[config.mk]
export PLATFORM = sky130hd
export DESIGN_NAME = i2s_tdm_rx
export DESIGN_NICKNAME = d
export VERILOG_FILES = /design/src/rtl/i2s_tdm_rx.sv
export SDC_FILE = /design/constraint.sdc
export NUM_CORES = 1
export LEC_CHECK = 0
export ABC_AREA = 1
export CAP_MARGIN = 30
export CORE_MARGIN = 8
export CORE_UTILIZATION = 47
export DETAILED_ROUTE_END_ITERATION = 6
export PLACE_DENSITY = 0.76
export SETUP_SLACK_MARGIN = 0.15
export SYNTH_ARGS = -nofsm -noshare
export SYNTH_HDL_FRONTEND = slang
export SYNTH_SLANG_ARGS = --single-unit
[constraint.sdc]
create_clock -name clk -period 1.51 [get_ports clk]
set_clock_uncertainty 0.05 [all_clocks]
set_input_delay 0.2265 -clock clk [delete_from_list [all_inputs] [get_ports clk]]
set_output_delay 0.2265 -clock clk [all_outputs]
set_load 0.01 [all_outputs]
[src/rtl/i2s_tdm_rx.sv]
// I2S / TDM serial audio receiver: oversamples sck/ws/sd on clk, deserialises
// per-slot words and hands them out through a one-deep valid/ready register.
module i2s_tdm_rx #(
  parameter int unsigned AUDIO_DW    = 8,
  parameter int unsigned NUM_CH      = 2,
  parameter int unsigned SYNC_STAGES = 2,
  parameter int unsigned CH_W        = $clog2(NUM_CH)
) (
  input  logic                clk,
  input  logic                rst_n,
  input  logic                en,
  input  logic                mode,
  input  logic                sck_i,
  input  logic                ws_i,
  input  logic                sd_i,
  output logic [AUDIO_DW-1:0] sample_data,
  output logic [CH_W-1:0]     sample_ch,
  output logic                sample_valid,
  input  logic                sample_ready,
  output logic                overrun,
  output logic                frame_err,
  output logic [15:0]         sample_count
);
  localparam int unsigned     BC_W      = $clog2(AUDIO_DW);
  localparam logic [BC_W-1:0] LAST_BIT  = BC_W'(AUDIO_DW - 1);
  localparam logic [CH_W-1:0] LAST_SLOT = CH_W'(NUM_CH - 1);
  localparam bit              STEREO    = (NUM_CH == 2);

  typedef enum logic [1:0] {IDLE, HUNT, RUN} state_t;

  state_t                 state;
  logic [SYNC_STAGES-1:0] sck_sync, ws_sync, sd_sync;
  logic                   sck_d, ws_q, pend_sync, wait_sync, word_done;
  logic [CH_W-1:0]        pend_slot, slot, word_ch;
  logic [AUDIO_DW-1:0]    shreg;
  logic [BC_W-1:0]        bit_cnt;

  logic                   sck_s, ws_s, sd_s;
  logic                   rise_c, sync_c, eff_sync_c;
  logic [CH_W-1:0]        sync_slot_c, eff_slot_c;

  assign sck_s = sck_sync[SYNC_STAGES-1];
  assign ws_s  = ws_sync[SYNC_STAGES-1];
  assign sd_s  = sd_sync[SYNC_STAGES-1];

  // In I2S mode the slot boundary lags the ws edge by one bit, so the sync
  // seen on one rise is applied (via pend_sync) on the following rise.
  always_comb begin
    rise_c      = sck_s & ~sck_d;
    sync_c      = rise_c & (STEREO ? (ws_s ^ ws_q) : (ws_s & ~ws_q));
    sync_slot_c = (STEREO && !ws_s) ? CH_W'(1) : '0;
    eff_sync_c  = mode ? sync_c : (rise_c & pend_sync);
    eff_slot_c  = mode ? sync_slot_c : pend_slot;
  end

  // Synchronisers, ws edge tracking and the capture FSM.
  always_ff @(posedge clk or negedge rst_n) begin
    if (!rst_n) begin
      sck_sync  <= '0;
      ws_sync   <= '0;
      sd_sync   <= '0;
      sck_d     <= 1'b0;
      ws_q      <= 1'b0;
      pend_sync <= 1'b0;
      pend_slot <= '0;
      state     <= IDLE;
      shreg     <= '0;
      bit_cnt   <= '0;
      slot      <= '0;
      wait_sync <= 1'b0;
      word_done <= 1'b0;
      word_ch   <= '0;
      frame_err <= 1'b0;
    end else begin
      sck_sync  <= {sck_sync[SYNC_STAGES-2:0], sck_i};
      ws_sync   <= {ws_sync[SYNC_STAGES-2:0], ws_i};
      sd_sync   <= {sd_sync[SYNC_STAGES-2:0], sd_i};
      sck_d     <= sck_s;
      word_done <= 1'b0;
      if (rise_c) begin
        ws_q      <= ws_s;
        pend_sync <= sync_c;
        pend_slot <= sync_slot_c;
      end
      if (!en) begin
        state     <= IDLE;
        shreg     <= '0;
        bit_cnt   <= '0;
        slot      <= '0;
        wait_sync <= 1'b0;
        frame_err <= 1'b0;
      end else begin
        case (state)
          IDLE: state <= HUNT;
          HUNT: begin
            if (eff_sync_c && eff_slot_c == '0) begin
              state     <= RUN;
              shreg     <= AUDIO_DW'(sd_s);
              bit_cnt   <= BC_W'(1);
              slot      <= '0;
              wait_sync <= 1'b0;
            end
          end
          RUN: begin
            if (eff_sync_c) begin
              // Realign to the sync; a mismatch means the partial word is lost.
              if (bit_cnt != '0 || slot != eff_slot_c) frame_err <= 1'b1;
              shreg     <= AUDIO_DW'(sd_s);
              bit_cnt   <= BC_W'(1);
              slot      <= eff_slot_c;
              wait_sync <= 1'b0;
            end else if (rise_c && !wait_sync) begin
              shreg <= {shreg[AUDIO_DW-2:0], sd_s};
              if (bit_cnt == LAST_BIT) begin
                bit_cnt   <= '0;
                word_done <= 1'b1;
                word_ch   <= slot;
                slot      <= (slot == LAST_SLOT) ? '0 : slot + CH_W'(1);
                // Padding bits up to the next sync are ignored.
                wait_sync <= STEREO || (slot == LAST_SLOT);
              end else begin
                bit_cnt <= bit_cnt + BC_W'(1);
              end
            end
          end
          default: state <= IDLE;
        endcase
      end
    end
  end

  // One-deep output register with sticky overrun and accept counter.
  always_ff @(posedge clk or negedge rst_n) begin
    if (!rst_n) begin
      sample_data  <= '0;
      sample_ch    <= '0;
      sample_valid <= 1'b0;
      overrun      <= 1'b0;
      sample_count <= '0;
    end else if (!en) begin
      sample_valid <= 1'b0;
      overrun      <= 1'b0;
      sample_count <= '0;
    end else begin
      if (sample_valid && sample_ready) begin
        sample_valid <= 1'b0;
        sample_count <= sample_count + 16'd1;
      end
      if (word_done) begin
        if (!sample_valid || sample_ready) begin
          sample_data  <= shreg;
          sample_ch    <= word_ch;
          sample_valid <= 1'b1;
        end else begin
          overrun <= 1'b1;
        end
      end
    end
  end

endmodule

==> results.json <==
{
  "status": "finished, final reports clean",
  "layout-drive-gt1-share_pct": 40.3,
  "grt_pass1_wl_um": 10400,
  "cp.arrival_ns": 1.61,
  "final_common_cell": "dfrtp_1",
  "rsz0062_at_grt": "true",
  "die_x_um": 91.1,
  "maxCapViolCount": 0,
  "ant_nets": 0,
  "slowest_delay_ns": 0.41,
  "rows": 27,
  "dp_cells": 412,
  "highest_layer": "met4",
  "cts.htree.levels": 2,
  "worstMarginPinSlew_ns": 0.288,
  "vdd_ir_drop_max_mv": 0.778,
  "fp.dieArea_sq_mm": 0.00830,
  "drtPass1Iterations": 4,
  "met2_length_um": 3410,
  "crit_family": "simple AND/OR/NAND/NOR gates",
  "first_global_vias": 2335,
  "routabilityCongestion": 0.829,
  "vias_per_cell": 5.17,
  "crit_fanout": 6,
  "grt_max_degree": 56,
  "crit_path_frequent_cell": "nand2_4",
  "clk_latency_ns": 0.32,
  "hp-class": "input pin to flop",
  "ios": 36,
  "finalSetupViolCount": 0,
  "cp-end-kind": "flop",
  "crit_chain": "inv_1 > nand2_1 > nand2_2 > nand2_4 > nand3_4 > nand2_4 > nand3_4 > buf_6 > nand2_4 > o21ai_2",
  "relSlewSlack_pct": 80.7,
  "drt_wl_total_um": 6430,
  "layout_common_cells": "dfrtp_1, nand2_1, buf_4",
  "yosysWarnings": 0,
  "drv_slew": 0,
  "first_iter_violations": 99,
  "start_util_pct": 48.4,
  "track_usage_pct": 15.0,
  "num_antenna_cells": 0,
  "clockBufferDepth": 2,
  "cts.sinks": 55,
  "dp_hpwl_um": 4110,
  "ys_seq_elements": 55,
  "path_class": "flop to flop",
  "wl_met1_um": 2600,
  "crit_path_start_kind": "flop",
  "route.detailed.drc": 0,
  "cp_slowest_cell": "dfrtp_1",
  "syn2layout_area_growth_pct": 43.2,
  "antenna_found_initial": 0,
  "power.leakage_uw": 0.00198,
  "mappedNetlistNets": 295,
  "met3_wirelength_um": 323,
  "numCtsBuffers": 5,
  "nets": 386,
  "overflow": 0,
  "finalCritPeriodShare_pct": 95.5,
  "synthCells": 283,
  "yosys.cell_types.count": 30,
  "crit_required_ns": 1.68,
  "finalNonFillerCells": 447,
  "syn_area_sq_mm": 0.00265,
  "path_clk_slew_ns": 0.12,
  "whs_ns": 0.277,
  "yosysSeqAreaShare_pct": 51.9,
  "max_freq_ghz": 0.694,
  "cts_root_buf": "clkbuf_8",
  "portBuffers": 35,
  "cts_tree": "done",
  "avgSynthCellArea_sq_um": 9.36,
  "die_h_um": 91.1,
  "powerDensity_mw_per_mm2": 765,
  "post-route-min-period_ns": 1.44,
  "worst-path-buf-inv": 2,
  "hold_viol": 0,
  "core_sq_mm": 0.00547,
  "wl_per_cell_um": 14.4,
  "fillers": 418,
  "vias": 2313
}
synth_stat cells:
cell type / number / share of area (%)
nor3_2: 1 / 0.38
ha_1: 4 / 1.9
mux2_2: 8 / 3.4
nor3b_2: 1 / 0.47
o21ai_2: 11 / 3.6
nand2_4: 2 / 0.85
nor2_4: 2 / 0.85
nand2_1: 53 / 7.5
inv_1: 27 / 3.8
nand3_4: 1 / 0.66
nand2_2: 14 / 3.3
nand4_1: 7 / 1.7
inv_2: 4 / 0.57
o21ai_0: 12 / 2.3
nor2_1: 20 / 2.8
nor2_2: 5 / 1.2
xor2_1: 1 / 0.33
nand3_1: 20 / 3.8
a21oi_1: 5 / 0.94
or2_1: 2 / 0.47
buf_6: 4 / 1.7
nor3_1: 7 / 1.3
a221oi_1: 1 / 0.33
dfrtp_1: 55 / 52
nand3_2: 3 / 1.1
buf_2: 2 / 0.38
nor4_1: 1 / 0.24
o21ai_1: 7 / 1.3
nand3b_1: 1 / 0.28
o31ai_1: 2 / 0.57
power breakdown:
part	internal, uW	switching [uW]	total, uW	leakage (uW)
clock network	351	537	889	0.0000511
logic	218	257	475	0.00119
registers	1510	27.3	1540	0.000736
flip-flops by register name, indices dropped and copies added (netlist names), 2 cells and up:
signal and cells:
sample_data 8, sample_count 16, state 2, shreg 8
bit_cnt 3, sd_sync 2, ws_sync 2, sck_sync 2
final timing paths:
check	to	startpoint	cells past startpoint	slack [ns]
max	bit_cnt[2]	ws_sync[1]	10	0.07
min	sd_sync[0]	sd_i	1	0.28
max reg2reg	bit_cnt[2]	ws_sync[1]	10	0.07
min reg2reg	sck_sync[1]	sck_sync[0]	0	0.30
max in group asynchronous	state[1]	rst_n	3	0.78
min in group asynchronous	sample_count[6]	rst_n	3	0.37
kinds of logic after synthesis:
logic type	share of synthesized area (%)
AND/OR/NAND/NOR	26.9
flip-flops	51.9
multiplexers	3.40
AO/OA/AOI/OAI	9.06
XOR/XNOR	0.331
adder cells (fa/ha/maj)	1.89
buffers and inverters	6.47
worst register-to-register path, stage by stage (launching register included):
cell and delay [ns]:
dfrtp_1 0.41, inv_1 0.06, nand2_1 0.07, nand2_2 0.08
nand2_4 0.10, nand3_4 0.08, nand2_4 0.09, nand3_4 0.13
buf_6 0.18, nand2_4 0.06, o21ai_2 0.05
stage by stage:
step                cell area [sq um]  setup TNS [ns]  total power [uW]  worst slack, ns  utilization, %
CTS                              3630               0              2870          0.00694            66.3
global route                     3790         -0.0146              3030         -0.00656            69.3
global placement                 3280           -4.65              1880           -0.207            59.9
floorplan                        2650               0              1760           0.0649               -
detailed placement               3280           -5.56              1900           -0.249            59.9
finish                           3790               0              2900           0.0684            69.3
final cells by class:
cell class	count	area, sq um	share of cell area [%]
multi-input cells	191	1300	34.3
clock buffers	5	68.8	1.81
flip-flops and latches	55	1380	36.3
clock inverters	3	28.8	0.759
inverters	31	116	3.07
repair buffers	90	811	21.4
well taps	72	90.1	2.37
timing repair:
item / in CTS / in global routing
hold endpoints to repair: 55 / 0
buffers inserted: 20 / 6
hold buffers: 1 / 0
resized for setup: 67 / 34
endpoints found under the setup margin: 48 / 39
pin swaps: 16 / 19
routing by layer:
layer	GRT usage, %	up-vias
met1	16.8	1129
li1	-	1120
met3	4.53	9
met5	0	-
met2	26.9	55
met4	4.50	0
Note: power is estimated with default switching activity, not from simulation.
